<file path="src/rtl/ps2_lcd_sequencer_pkg.sv">
// Shared scan-code constants, state types and scan-code to ASCII lookup
// for the PS/2 keyboard to lcd character path.
package ps2_pkg;

   localparam logic [7:0] SC_EXT    = 8'hE0;
   localparam logic [7:0] SC_BRK    = 8'hF0;
   localparam logic [7:0] SC_LSHIFT = 8'h12;
   localparam logic [7:0] SC_RSHIFT = 8'h59;

   typedef enum logic [1:0] {DEC_IDLE, DEC_BRK, DEC_EXT, DEC_EXT_BRK} dec_state_t;

   typedef enum logic [2:0] {RX_ARM, RX_IDLE, RX_DATA, RX_PAR, RX_STOP} rx_state_t;

   // Set-2 make code to ASCII; 0 means "no printable character".
   function automatic logic [7:0] ps2_to_ascii(input logic [7:0] code, input logic shift);
      logic [15:0] pair;  // {unshifted, shifted}
      pair = '0;
      if (!code[7]) begin
         case (code)
            8'h1C: pair = 16'h6141;  8'h32: pair = 16'h6242;
            8'h21: pair = 16'h6343;  8'h23: pair = 16'h6444;
            8'h24: pair = 16'h6545;  8'h2B: pair = 16'h6646;
            8'h34: pair = 16'h6747;  8'h33: pair = 16'h6848;
            8'h43: pair = 16'h6949;  8'h3B: pair = 16'h6A4A;
            8'h42: pair = 16'h6B4B;  8'h4B: pair = 16'h6C4C;
            8'h3A: pair = 16'h6D4D;  8'h31: pair = 16'h6E4E;
            8'h44: pair = 16'h6F4F;  8'h4D: pair = 16'h7050;
            8'h15: pair = 16'h7151;  8'h2D: pair = 16'h7252;
            8'h1B: pair = 16'h7353;  8'h2C: pair = 16'h7454;
            8'h3C: pair = 16'h7555;  8'h2A: pair = 16'h7656;
            8'h1D: pair = 16'h7757;  8'h22: pair = 16'h7858;
            8'h35: pair = 16'h7959;  8'h1A: pair = 16'h7A5A;
            8'h16: pair = 16'h3121;  8'h1E: pair = 16'h3240;
            8'h26: pair = 16'h3323;  8'h25: pair = 16'h3424;
            8'h2E: pair = 16'h3525;  8'h36: pair = 16'h365E;
            8'h3D: pair = 16'h3726;  8'h3E: pair = 16'h382A;
            8'h46: pair = 16'h3928;  8'h45: pair = 16'h3029;
            8'h29: pair = 16'h2020;  8'h5A: pair = 16'h0D0D;
            default: pair = '0;
         endcase
      end
      return shift ? pair[7:0] : pair[15:8];
   endfunction

endpackage

</file>
<file path="src/rtl/ps2_frame_rx.sv">
// PS/2 frame receiver: pin synchronisers, PS2_CLK glitch filter,
// 11-bit frame FSM with odd parity, stop-bit and inter-edge timeout checks.
import ps2_pkg::*;

module ps2_frame_rx #(
   parameter int unsigned FILT_LEN    = 8,
   parameter int unsigned TIMEOUT_CYC = 50000
) (
   input  logic       clk,
   input  logic       rst,
   input  logic       ps2_clk,
   input  logic       ps2_dat,
   output logic [7:0] rx_byte,
   output logic       byte_vld,
   output logic       frame_err
);

   localparam int unsigned FW = $clog2(FILT_LEN + 1);
   localparam int unsigned TW = $clog2(TIMEOUT_CYC + 1) + 1;

   logic          clk_s1, clk_s2, dat_s1, dat_s2;
   logic          clk_filt;
   logic [FW-1:0] filt_cnt;
   logic          fall, tmo;

   rx_state_t     state, state_n;
   logic [7:0]    shreg, shreg_n, byte_n;
   logic [2:0]    bcnt, bcnt_n;
   logic [TW-1:0] tmr, tmr_n;
   logic          par, par_n, vld_n, err_n;

   // Two-flop synchronisers; idle-high reset value avoids a false edge.
   always_ff @(posedge clk) begin
      if (rst) begin
         clk_s1 <= 1'b1; clk_s2 <= 1'b1; dat_s1 <= 1'b1; dat_s2 <= 1'b1;
      end else begin
         clk_s1 <= ps2_clk; clk_s2 <= clk_s1;
         dat_s1 <= ps2_dat; dat_s2 <= dat_s1;
      end
   end

   // Accept a new PS2_CLK level only after FILT_LEN consecutive differing samples.
   always_ff @(posedge clk) begin
      if (rst) begin
         clk_filt <= 1'b1;
         filt_cnt <= '0;
      end else if (clk_s2 == clk_filt) begin
         filt_cnt <= '0;
      end else if (filt_cnt == FW'(FILT_LEN - 1)) begin
         clk_filt <= clk_s2;
         filt_cnt <= '0;
      end else begin
         filt_cnt <= filt_cnt + FW'(1);
      end
   end

   assign fall = clk_filt && !clk_s2 && (filt_cnt == FW'(FILT_LEN - 1));
   assign tmo  = (tmr >= TW'(TIMEOUT_CYC));

   // Receiver state and result registers.
   always_ff @(posedge clk) begin
      if (rst) begin
         state     <= RX_ARM;
         shreg     <= '0;
         bcnt      <= '0;
         tmr       <= '0;
         par       <= 1'b0;
         rx_byte   <= '0;
         byte_vld  <= 1'b0;
         frame_err <= 1'b0;
      end else begin
         state     <= state_n;
         shreg     <= shreg_n;
         bcnt      <= bcnt_n;
         tmr       <= tmr_n;
         par       <= par_n;
         rx_byte   <= byte_n;
         byte_vld  <= vld_n;
         frame_err <= err_n;
      end
   end

   // Frame sequencing: ARM waits for a long idle-high, then start/data/parity/stop.
   always_comb begin
      state_n = state;
      shreg_n = shreg;
      bcnt_n  = bcnt;
      tmr_n   = tmr + TW'(1);
      par_n   = par;
      byte_n  = rx_byte;
      vld_n   = 1'b0;
      err_n   = 1'b0;
      case (state)
         RX_ARM: begin
            if (!clk_filt) begin
               tmr_n = '0;
            end else if (tmo) begin
               state_n = RX_IDLE;
               tmr_n   = '0;
            end
         end
         RX_IDLE: begin
            tmr_n = '0;
            if (fall && !dat_s2) begin
               state_n = RX_DATA;
               bcnt_n  = '0;
            end
         end
         RX_DATA: begin
            if (fall) begin
               shreg_n = {dat_s2, shreg[7:1]};
               bcnt_n  = bcnt + 3'd1;
               tmr_n   = '0;
               if (bcnt == 3'd7) state_n = RX_PAR;
            end
         end
         RX_PAR: begin
            if (fall) begin
               par_n   = dat_s2;
               tmr_n   = '0;
               state_n = RX_STOP;
            end
         end
         RX_STOP: begin
            if (fall) begin
               if (dat_s2 && (^{shreg, par})) begin
                  vld_n  = 1'b1;
                  byte_n = shreg;
               end else begin
                  err_n = 1'b1;
               end
               tmr_n   = '0;
               state_n = RX_IDLE;
            end
         end
         default: state_n = RX_ARM;
      endcase
      if ((state == RX_DATA || state == RX_PAR || state == RX_STOP) && !fall && tmo) begin
         err_n   = 1'b1;
         tmr_n   = '0;
         state_n = RX_ARM;
      end
   end

endmodule

</file>
<file path="src/rtl/ps2_lcd_sequencer.sv">
// PS/2 keyboard host: receives frames, decodes make/break/extended codes,
// tracks shift, converts to ASCII and queues characters for the lcd writer.
import ps2_pkg::*;

module ps2_lcd_sequencer #(
   parameter int unsigned FILT_LEN    = 8,
   parameter int unsigned TIMEOUT_CYC = 50000,
   parameter int unsigned FIFO_DEPTH  = 4
) (
   input  logic       CLOCK_50,
   input  logic       RESET,
   input  logic       PS2_CLK,
   input  logic       PS2_DAT,
   input  logic       lcd_ready,
   output logic [7:0] char_data,
   output logic       char_wr,
   output logic       shift_on,
   output logic       frame_err,
   output logic       overflow
);

   localparam int unsigned AW = $clog2(FIFO_DEPTH);

   logic [7:0]  rx_byte;
   logic        byte_vld;

   dec_state_t  dstate, dstate_n;
   logic        shift_n, push, push_n, is_shift;
   logic [7:0]  push_data, pdata_n, ascii;

   logic [7:0]  mem [FIFO_DEPTH];
   logic [AW:0] wr_ptr, rd_ptr;
   logic        full, pop;

   ps2_frame_rx #(
      .FILT_LEN    (FILT_LEN),
      .TIMEOUT_CYC (TIMEOUT_CYC)
   ) u_rx (
      .clk       (CLOCK_50),
      .rst       (RESET),
      .ps2_clk   (PS2_CLK),
      .ps2_dat   (PS2_DAT),
      .rx_byte   (rx_byte),
      .byte_vld  (byte_vld),
      .frame_err (frame_err)
   );

   assign is_shift = (rx_byte == SC_LSHIFT) || (rx_byte == SC_RSHIFT);
   assign ascii    = ps2_to_ascii(rx_byte, shift_on);

   // Decoder state, shift flag and registered push request.
   always_ff @(posedge CLOCK_50) begin
      if (RESET) begin
         dstate    <= DEC_IDLE;
         shift_on  <= 1'b0;
         push      <= 1'b0;
         push_data <= '0;
      end else begin
         dstate    <= dstate_n;
         shift_on  <= shift_n;
         push      <= push_n;
         push_data <= pdata_n;
      end
   end

   // Scan-code decoding; advances only on a received byte.
   always_comb begin
      dstate_n = dstate;
      shift_n  = shift_on;
      push_n   = 1'b0;
      pdata_n  = push_data;
      if (byte_vld) begin
         case (dstate)
            DEC_IDLE: begin
               if (rx_byte == SC_EXT)      dstate_n = DEC_EXT;
               else if (rx_byte == SC_BRK) dstate_n = DEC_BRK;
               else if (is_shift)          shift_n  = 1'b1;
               else if (ascii != '0) begin
                  push_n  = 1'b1;
                  pdata_n = ascii;
               end
            end
            DEC_BRK: begin
               if (is_shift) shift_n = 1'b0;
               dstate_n = DEC_IDLE;
            end
            DEC_EXT:     dstate_n = (rx_byte == SC_BRK) ? DEC_EXT_BRK : DEC_IDLE;
            DEC_EXT_BRK: dstate_n = DEC_IDLE;
            default:     dstate_n = DEC_IDLE;
         endcase
      end
   end

   assign char_wr   = (wr_ptr != rd_ptr);
   assign char_data = mem[rd_ptr[AW-1:0]];
   assign full      = (wr_ptr[AW] != rd_ptr[AW]) && (wr_ptr[AW-1:0] == rd_ptr[AW-1:0]);
   assign pop       = char_wr && lcd_ready;

   // Character FIFO; a push into a full FIFO survives only if the head pops the same cycle.
   always_ff @(posedge CLOCK_50) begin
      if (RESET) begin
         wr_ptr   <= '0;
         rd_ptr   <= '0;
         overflow <= 1'b0;
         for (int unsigned i = 0; i < FIFO_DEPTH; i++) mem[i] <= '0;
      end else begin
         overflow <= push && full && !pop;
         if (push && (!full || pop)) begin
            mem[wr_ptr[AW-1:0]] <= push_data;
            wr_ptr <= wr_ptr + (AW+1)'(1);
         end
         if (pop) rd_ptr <= rd_ptr + (AW+1)'(1);
      end
   end

endmodule

</file>
<file path="config.mk">
export PLATFORM = sky130hd
export DESIGN_NAME = ps2_lcd_sequencer
export DESIGN_NICKNAME = d
export VERILOG_FILES = /design/src/rtl/ps2_lcd_sequencer_pkg.sv /design/src/rtl/ps2_frame_rx.sv /design/src/rtl/ps2_lcd_sequencer.sv
export SDC_FILE = /design/constraint.sdc
export NUM_CORES = 1
export LEC_CHECK = 0
export CORE_ASPECT_RATIO = 2
export CORE_MARGIN = 4
export CORE_UTILIZATION = 48
export CTS_CLUSTER_SIZE = 10
export DETAILED_ROUTE_END_ITERATION = 8
export PLACE_DENSITY = 0.7
export SKIP_CTS_REPAIR_TIMING = 1
export SLEW_MARGIN = 20
export SYNTH_ARGS = -nofsm -noshare
export SYNTH_HDL_FRONTEND = slang
export SYNTH_SLANG_ARGS = --single-unit
</file>
<file path="constraint.sdc">
create_clock -name CLOCK_50 -period 7.5 [get_ports CLOCK_50]
set_input_delay 2.25 -clock CLOCK_50 [delete_from_list [all_inputs] [get_ports CLOCK_50]]
set_output_delay 2.25 -clock CLOCK_50 [all_outputs]
set_load 0.03 [all_outputs]
</file>
==> results.yml <==
yosys:
  synth_most_common_cell: "dfxtp_1"
  synth_top_area_cell: "dfxtp_1"
  yosysSeqAreaShare_pct: 42.10
  synthesis.area_um2: 5992
  ys_seq_elements: 112
  synth_edf_count: 28
  synthCells: 632
  yosysTopAreaCellShare_pct: 28.06
  synthArstFlopShare_pct: 0
  synth_cell_types: 74
  postSynthAreaPerCell_um2: 9.481
  synthFlopType: "dfxtp_1"
  syn_nets: 652
  synth_common_cells: "84 x dfxtp_1, 81 x nor2_1, 44 x nand2_1, 34 x mux2i_1, 30 x and2_1"
  yosys_warnings: 0
  yosys-top-cells-area: "dfxtp_1 28%, edfxtp_1 14%, mux2i_1 5.7%"
critical_path:
  crit_type: "in2reg"
  max_stage_delay_ns: 0.70
  endpoint_kind: "flip-flop"
  arrival_ns: 5.23
  r2r_start: "u_rx.shreg[1]$_SDFFE_PP0P_"
  worstSetupStartpoint: "RESET"
  start_kind: "primary input"
  cpMaxStageDelayCell: "mux2i_4"
  crit_family: "buffers and inverters"
  rr_worst_depth: 8
  path_buf_inv: 3
  critPathMaxFanout: 78
  cp_cell_sequence: "buf_2, buf_4, nor2b_1, mux2i_4, inv_2, o311ai_0, a21oi_1, a211o_1"
  worst_ep_required_time_ns: 7.75
  r2r_slack_ns: 3.54
  cp_num_cells: 8
sta:
  period_needed_ns: 4.983
  period_share_pct: 66.44
  relSlewSlack_pct: 34.67
  finalMaxSlewViolations: 0
  fmax_mhz: 200.7
  setup_viol: 0
  finalClockSkew_ns: 0.008862
  rsz0062_at_grt: "false"
  hold_violations: 0
  tightest_slew_ns: 0.9710
  fin_tns_setup_ns: 0
drt:
  routed-via-count: 4767
  ant_nets: 0
  wl_mm: 15.12
  viasPerCell: 6.073
  drt-pass1-iter-count: 5
  drc: 0
  wl_per_cell_um: 19.26
  drt-initial-drc-count: 235
global_route:
  grt.overflow.total: 0
  grt_usage_pct: 21.36
  antenna_found_initial: 0
  grt_pass1_wl_mm: 24.02
  grt_max_degree: 79
  grt_pass1_vias: 4846
power_and_ir_drop:
  leakagePower_nw: 2.409
  power-per-cell-area_nw_per_um2: 175.4
  ir_drop_mv: 0.1439
floorplanning:
  fp.coreArea_um2: 12200
  die_w_um: 87.01
  die_h_um: 166.0
  start_util_pct: 49.13
  dieArea_um2: 14440
  rows: 57
  ios: 17
cts:
  cts_buffers: 9
  clk_latency_ns: 0.35
  root_buffer: "clkbuf_16"
  clkTransAtPathRegs_ns: 0.07
  cts_tree: "done"
  clock-sinks: 112
  htree_num_levels: 3
  clockBufferDepth: 2
final_layout:
  area_delta_synth_final_pct: 9.188
  fin_cells: 785
  drive_gt1_share_pct: 9.561
  multiInputGateArea_um2: 3267
  register_area_um2: 2522
  fillers: 1112
  diodes: 0
  final_nets: 653
hold_path:
  hp-start: "u_rx.dat_s1$_SDFF_PP1_"
  hold_class: "reg2reg"
place:
  place_inst: 769
  portBuffers: 15
  routabilityCongestion: 1.012
  hpwlAfterDp_mm: 11.43
flow_run:
  max_cap_violations: 0
outcome:
  outcome: "finished clean"
## final cells by class
| class | count | share of cell area (%) |
|---|---|---|
| clock buffer | 10 | 3.500 |
| tap | 147 | 2.811 |
| sequential | 112 | 38.55 |
| clock inverter | 6 | 1.147 |
| timing repair buffer | 20 | 2.792 |
| multi-input combinational | 468 | 49.93 |
| inverter | 22 | 1.262 |
## placed cells by master, fill, tap and decap left out, types with 14 or more instances in the layout
cell	instances
a21oi_1	21
and2_1	30
clkdlybuf4s50_1	14
dfxtp_1	84
edfxtp_1	28
ha_1	15
inv_1	19
mux2i_1	34
nand2_1	44
nand3_1	18
nor2_1	81
o21ai_0	23
xor2_1	16
## where the power goes
| part | internal (mW) | switching, mW | total, mW |
|---|---|---|---|
| combinational | 0.0100 | 0.0204 | 0.0305 |
| sequential | 0.626 | 0.00375 | 0.630 |
| clock | 0.264 | 0.223 | 0.487 |
## worst min path at each step
stage                             end  cells past startpoint  slack, ns
2_1_floorplan  u_rx.clk_s2$_SDFF_PP1_                      1       0.39
3_3_place_gp   u_rx.clk_s2$_SDFF_PP1_                      1       0.39
3_5_place_dp   u_rx.dat_s2$_SDFF_PP1_                      1       0.40
4_1_cts        u_rx.dat_s2$_SDFF_PP1_                      1       0.42
5_1_grt        u_rx.dat_s2$_SDFF_PP1_                      1       0.43
6_report       u_rx.dat_s2$_SDFF_PP1_                      1       0.41
## through the flow
step | worst slack [ns] | hold WS (ns) | total power, mW | area [um2] | util (%)
after floorplan | 3.211 | 0.3895 | 0.6642 | 5992 | -
after global placement | 2.353 | 0.3922 | 0.6733 | 6226 | 51.05
after detailed placement | 2.318 | 0.3985 | 0.6748 | 6238 | 51.15
after CTS | 2.664 | 0.4189 | 1.158 | 6543 | 53.65
after global routing | 2.378 | 0.4337 | 1.187 | 6543 | 53.65
final | 2.517 | 0.4141 | 1.147 | 6543 | 53.65
## cells by family after synthesis
| logic type | share of synthesized area (%) |
|---|---|
| adders and majority gates | 3.132 |
| AOI/OAI and AO/OA | 12.17 |
| and+or+nand+nor | 23.12 |
| DFF | 42.10 |
| buffers and inverters | 3.592 |
| xor gates and xnor gates | 5.011 |
| muxes | 10.82 |
| other | 0.06258 |
## per-layer routing
metal / GRT usage, % / vias up / routed length [um]
met5: 0 / - / 0
met4: 17.16 / 0 / 1347
met3: 3.923 / 87 / 575
met2: 38.83 / 164 / 8054
met1: 19.59 / 2267 / 5145
li1: - / 2249 / -
Note: power is estimated with default switching activity, not from simulation.
